--- src/rtl/pipe_stage_skid.sv ---
// Valid/ready pipeline stage with a 2-entry skid buffer, separate stall and flush.
// Optional PIPE_STAGE_PERF_EN adds stall/flush event counters on extra output ports.
module pipe_stage_skid #(
    parameter int                 DW       = 96,
    parameter int                 INST_W   = 32,
    parameter logic [INST_W-1:0]  NOP_INST = 32'h00000013
) (
    input  logic              clk,
    input  logic              rst,
    input  logic              flush_i,
    input  logic              up_valid_i,
    output logic              up_ready_o,
    input  logic [INST_W-1:0] up_inst_i,
    input  logic [DW-1:0]     up_data_i,
    output logic              dn_valid_o,
    input  logic              dn_ready_i,
    output logic [INST_W-1:0] dn_inst_o,
    output logic [DW-1:0]     dn_data_o
`ifdef PIPE_STAGE_PERF_EN
    ,
    output logic [31:0]       stall_cnt_o,
    output logic [31:0]       flush_cnt_o
`endif
);

    typedef enum logic [1:0] {
        ST_EMPTY = 2'd0,
        ST_BUSY  = 2'd1,
        ST_FULL  = 2'd2
    } state_t;

    state_t              state_r;
    state_t              state_nxt_s;
    logic [INST_W-1:0]   main_inst_r;
    logic [INST_W-1:0]   main_inst_nxt_s;
    logic [DW-1:0]       main_data_r;
    logic [DW-1:0]       main_data_nxt_s;
    logic [INST_W-1:0]   skid_inst_r;
    logic [INST_W-1:0]   skid_inst_nxt_s;
    logic [DW-1:0]       skid_data_r;
    logic [DW-1:0]       skid_data_nxt_s;
    logic                up_ready_r;
    logic                dn_valid_r;
    logic                up_fire_s;
    logic                dn_fire_s;

    assign up_fire_s  = up_valid_i & up_ready_r;
    assign dn_fire_s  = dn_valid_r & dn_ready_i;

    assign up_ready_o = up_ready_r;
    assign dn_valid_o = dn_valid_r;
    assign dn_inst_o  = main_inst_r;
    assign dn_data_o  = main_data_r;

    // Next-state and storage decode; flush overrides every normal transition.
    always_comb begin
        state_nxt_s     = state_r;
        main_inst_nxt_s = main_inst_r;
        main_data_nxt_s = main_data_r;
        skid_inst_nxt_s = skid_inst_r;
        skid_data_nxt_s = skid_data_r;
        if (flush_i) begin
            state_nxt_s     = ST_EMPTY;
            main_inst_nxt_s = NOP_INST;
            main_data_nxt_s = {DW{1'b0}};
            skid_inst_nxt_s = NOP_INST;
            skid_data_nxt_s = {DW{1'b0}};
        end else begin
            case (state_r)
                ST_EMPTY: begin
                    if (up_fire_s) begin
                        state_nxt_s     = ST_BUSY;
                        main_inst_nxt_s = up_inst_i;
                        main_data_nxt_s = up_data_i;
                    end else begin
                        state_nxt_s     = ST_EMPTY;
                    end
                end
                ST_BUSY: begin
                    if (up_fire_s && dn_fire_s) begin
                        state_nxt_s     = ST_BUSY;
                        main_inst_nxt_s = up_inst_i;
                        main_data_nxt_s = up_data_i;
                    end else if (up_fire_s) begin
                        state_nxt_s     = ST_FULL;
                        skid_inst_nxt_s = up_inst_i;
                        skid_data_nxt_s = up_data_i;
                    end else if (dn_fire_s) begin
                        // Emptying restores the bubble value on the outputs.
                        state_nxt_s     = ST_EMPTY;
                        main_inst_nxt_s = NOP_INST;
                        main_data_nxt_s = {DW{1'b0}};
                    end else begin
                        state_nxt_s     = ST_BUSY;
                    end
                end
                ST_FULL: begin
                    if (dn_fire_s) begin
                        state_nxt_s     = ST_BUSY;
                        main_inst_nxt_s = skid_inst_r;
                        main_data_nxt_s = skid_data_r;
                        skid_inst_nxt_s = NOP_INST;
                        skid_data_nxt_s = {DW{1'b0}};
                    end else begin
                        state_nxt_s     = ST_FULL;
                    end
                end
                default: begin
                    state_nxt_s     = ST_EMPTY;
                    main_inst_nxt_s = NOP_INST;
                    main_data_nxt_s = {DW{1'b0}};
                    skid_inst_nxt_s = NOP_INST;
                    skid_data_nxt_s = {DW{1'b0}};
                end
            endcase
        end
    end

    // State, storage and registered handshake outputs.
    always_ff @(posedge clk) begin
        if (rst) begin
            state_r     <= ST_EMPTY;
            main_inst_r <= NOP_INST;
            main_data_r <= {DW{1'b0}};
            skid_inst_r <= NOP_INST;
            skid_data_r <= {DW{1'b0}};
            up_ready_r  <= 1'b1;
            dn_valid_r  <= 1'b0;
        end else begin
            state_r     <= state_nxt_s;
            main_inst_r <= main_inst_nxt_s;
            main_data_r <= main_data_nxt_s;
            skid_inst_r <= skid_inst_nxt_s;
            skid_data_r <= skid_data_nxt_s;
            up_ready_r  <= (state_nxt_s != ST_FULL);
            dn_valid_r  <= (state_nxt_s != ST_EMPTY);
        end
    end

`ifdef PIPE_STAGE_PERF_EN
    logic [31:0] stall_cnt_r;
    logic [31:0] flush_cnt_r;

    assign stall_cnt_o = stall_cnt_r;
    assign flush_cnt_o = flush_cnt_r;

    // Event counters; wrap naturally at 2^32.
    always_ff @(posedge clk) begin
        if (rst) begin
            stall_cnt_r <= 32'd0;
            flush_cnt_r <= 32'd0;
        end else begin
            if (dn_valid_r && !dn_ready_i) begin
                stall_cnt_r <= stall_cnt_r + 32'd1;
            end
            if (flush_i && (state_r != ST_EMPTY)) begin
                flush_cnt_r <= flush_cnt_r + 32'd1;
            end
        end
    end
`endif

endmodule

--- config.mk ---
export PLATFORM = sky130hd
export DESIGN_NAME = pipe_stage_skid
export DESIGN_NICKNAME = d
export VERILOG_FILES = /design/src/rtl/pipe_stage_skid.sv
export SDC_FILE = /design/constraint.sdc
export NUM_CORES = 1
export LEC_CHECK = 0
export BUFFER_PORTS_ARGS = -buffer_cell sky130_fd_sc_hd__buf_2
export CORE_UTILIZATION = 55
export CTS_CLUSTER_DIAMETER = 200
export DETAILED_ROUTE_END_ITERATION = 7
export PLACE_DENSITY_LB_ADDON = 0.05
export SLEW_MARGIN = 20
export SYNTH_ARGS = -nofsm -noshare
export SYNTH_HDL_FRONTEND = slang
export SYNTH_SLANG_ARGS = --single-unit
--- constraint.sdc ---
create_clock -name clk -period 1.85 [get_ports clk]
set_input_delay 0.185 -clock clk [delete_from_list [all_inputs] [get_ports clk]]
set_output_delay 0.185 -clock clk [all_outputs]
set_load 0.02 [all_outputs]
==> results.toml <==
[run_status]
status = "finished, final reports clean"

[worst_setup_path]
arrival_ps = 2240
crit_path_start_kind = "flip-flop"
cp_max_fo = 64
crit_path_end_kind = "flip-flop"
crit_type = "reg -> reg"
cp.required_ps = 2330

[routing]
drtIter0Drc = 1098
ant_nets = 0
via_count = 11800
via_per_inst = 6.09
wirelength_mm = 35.8
drc = 0
post_drt_wl_per_cell_um = 18.4
drt_first_pass_iters = 5

[placed_design]
dpl.hpwl_mm = 19.5
port_buffers = 262
placed_cells = 1761
place.gp.congestion = 0.780

[sta]
setup_violations = 0
period_minus_slack_ps = 1760
holdWs_ps = 25.6
hold_viol = 0
fmax_ghz = 0.567
grt_setup_unrepaired = "no"
tightest_slew_ps = 823
relSlewSlack_pct = 44.8
slew_violations = 0
skew_ps = 16.6
tns_ps = 0
fin_crit_sh_pct = 95.4

[clock_tree]
path_clk_slew_ps = 60
clock_path_buffers = 3
cts_tree = "yes"
insertion_delay_ps = 540
numCtsBuffers = 29
clock_sinks = 260
cts-root-buf = "clkbuf_16"
cts.htree.levels = 1

[die]
core-area_um2 = 21100
die_w_um = 149
fp.dieH_um = 149
fp.dieArea_um2 = 22100
num_io_pins = 263
start_util_pct = 56.2
rows = 53

[logic_synthesis]
synth_top_area_share_pct = 43.9
synth_most_common_cell = "dfxtp_1"
yosysSeqAreaShare_pct = 43.9
synth_edf_count = 0
syn_area_um2 = 11800
synthFlopType = "dfxtp_1"
async_reset_ff_share_pct = 0
synth_cell_type_count = 31
synth_area_per_cell_um2 = 8.85
synth-seq-cells = 260
postSynthCellCount = 1338
syn-num-nets = 1471
synth.cells.most_frequent = "dfxtp_1 (260), nand2_1 (253), nor2_1 (130)"
synth_top_cell_by_area = "dfxtp_1"
ys.warnings.count = 0
synthTopCellsByArea = "dfxtp_1 (44%), mux2i_1 (11%), o211a_1 (11%)"

[finish]
layout.nets = 1778
fin_util_pct = 74.5
drive_above_1_share_pct = 21.6
final_cells = 1944
area_growth_syn_to_layout_pct = 32.7

[global_route]
grt_pass1_wl_mm = 56.3
overflow = 0
gr-usage-all-layers_pct = 30.8
grt_max_degree = 109
first_global_vias = 11300
antenna_found_initial = 2

[pwr]
p_leak_nw = 7.73
vdd_drop_max_v = 0.000638
p_total_mw = 13.6
power_density_nw_per_um2 = 868

[job]
maxCapViolCount = 0

[min_path]
hold_class = "in -> reg"
-- what timing repair did --
action                                 CTS  global route
setup endpoints to repair               64             2
setup buffers                            0             0
gates resized for setup                  0             1
gates cloned                             1             0
pin swaps                                1             0
endpoints found under the hold margin  127             0
hold buffers                           127             0
-- cell type report --
type,count,area (um2)
clock inverter,7,88.8
fill,1555,5370
antenna,2,5.00
timing repair buffer,431,3200
multi-input combinational,923,6010
tap,275,344
clock buffer,46,860
sequential,260,5210
-- per-layer routing --
layer	track usage (%)	part of all wire, %
met5	0	0
met3	5.11	7.8
met1	39.4	42
met4	13.6	3.5
met2	51.1	47
-- report_power, final --
group	switching, mW	total [mW]	leakage [nW]	internal [mW]
combinational	1.18	2.08	5.15	0.905
sequential	0.0975	5.86	2.11	5.76
clock	2.26	5.71	0.468	3.45
-- state kept, by name, summed over array words and instances (netlist names) --
register,flops
dn_data_o,96
skid_data_r,96
dn_inst_o,32
skid_inst_r,32
state_r,2
dn_valid_o,1
up_ready_o,1
-- per-stage QoR --
stage / setup slack [ps] / area [um2]
floorplan: 197 / 11800
global placement: 14.0 / 13500
detailed placement: -39.0 / 13500
CTS: 79.2 / 15700
global route: 22.1 / 15700
finish: 85.3 / 15700
-- cell usage in the layout, fill, tap and decap left out, types with 2 or more instances in the layout --
master	synthesis	routed
clkinv_2	0	4
buf_12	0	24
nor3_1	7	7
buf_2	40	262
clkbuf_16	0	29
nand3_1	2	2
o211a_1	125	125
a2bb2oi_1	3	3
buf_4	5	17
o31ai_1	3	3
bufinv_16	0	2
dlygate4sd3_1	0	127
a21boi_4	0	2
a21oi_1	126	126
o221ai_1	125	125
clkbuf_1	87	10
clkbuf_8	0	7
diode_2	0	2
nand2b_1	3	2
mux2i_1	128	128
nand2_1	253	252
or2_2	2	2
nor2_4	0	2
dfxtp_1	260	259
nor2_1	130	129
-- critical path, stage by stage, from the launching register on --
cell	delay (ps)
dfxtp_1	340
xor2_1	230
a21boi_4	530
buf_12	360
o211a_1	190
-- logic make-up after synthesis --
logic type             synth area share, %
AND/OR/NAND/NOR                       13.1
AO/OA/AOI/OAI                         26.1
flip-flops                            43.9
buffers and inverters                 5.97
multiplexers                          10.8
XOR/XNOR                            0.0740
-- worst paths after layout --
path / start / to / slack [ps] / cells past startpoint
worst max-delay path: state_r[0] / dn_data_o[6] / 90 / 4
worst min-delay path: up_inst_i[1] / dn_inst_o[1] / 30 / 3
worst max register to register: state_r[0] / dn_data_o[6] / 90 / 4
worst min register to register: skid_data_r[91] / skid_data_r[91] / 460 / 2
No activity file was read; power rests on OpenSTA's default activity.
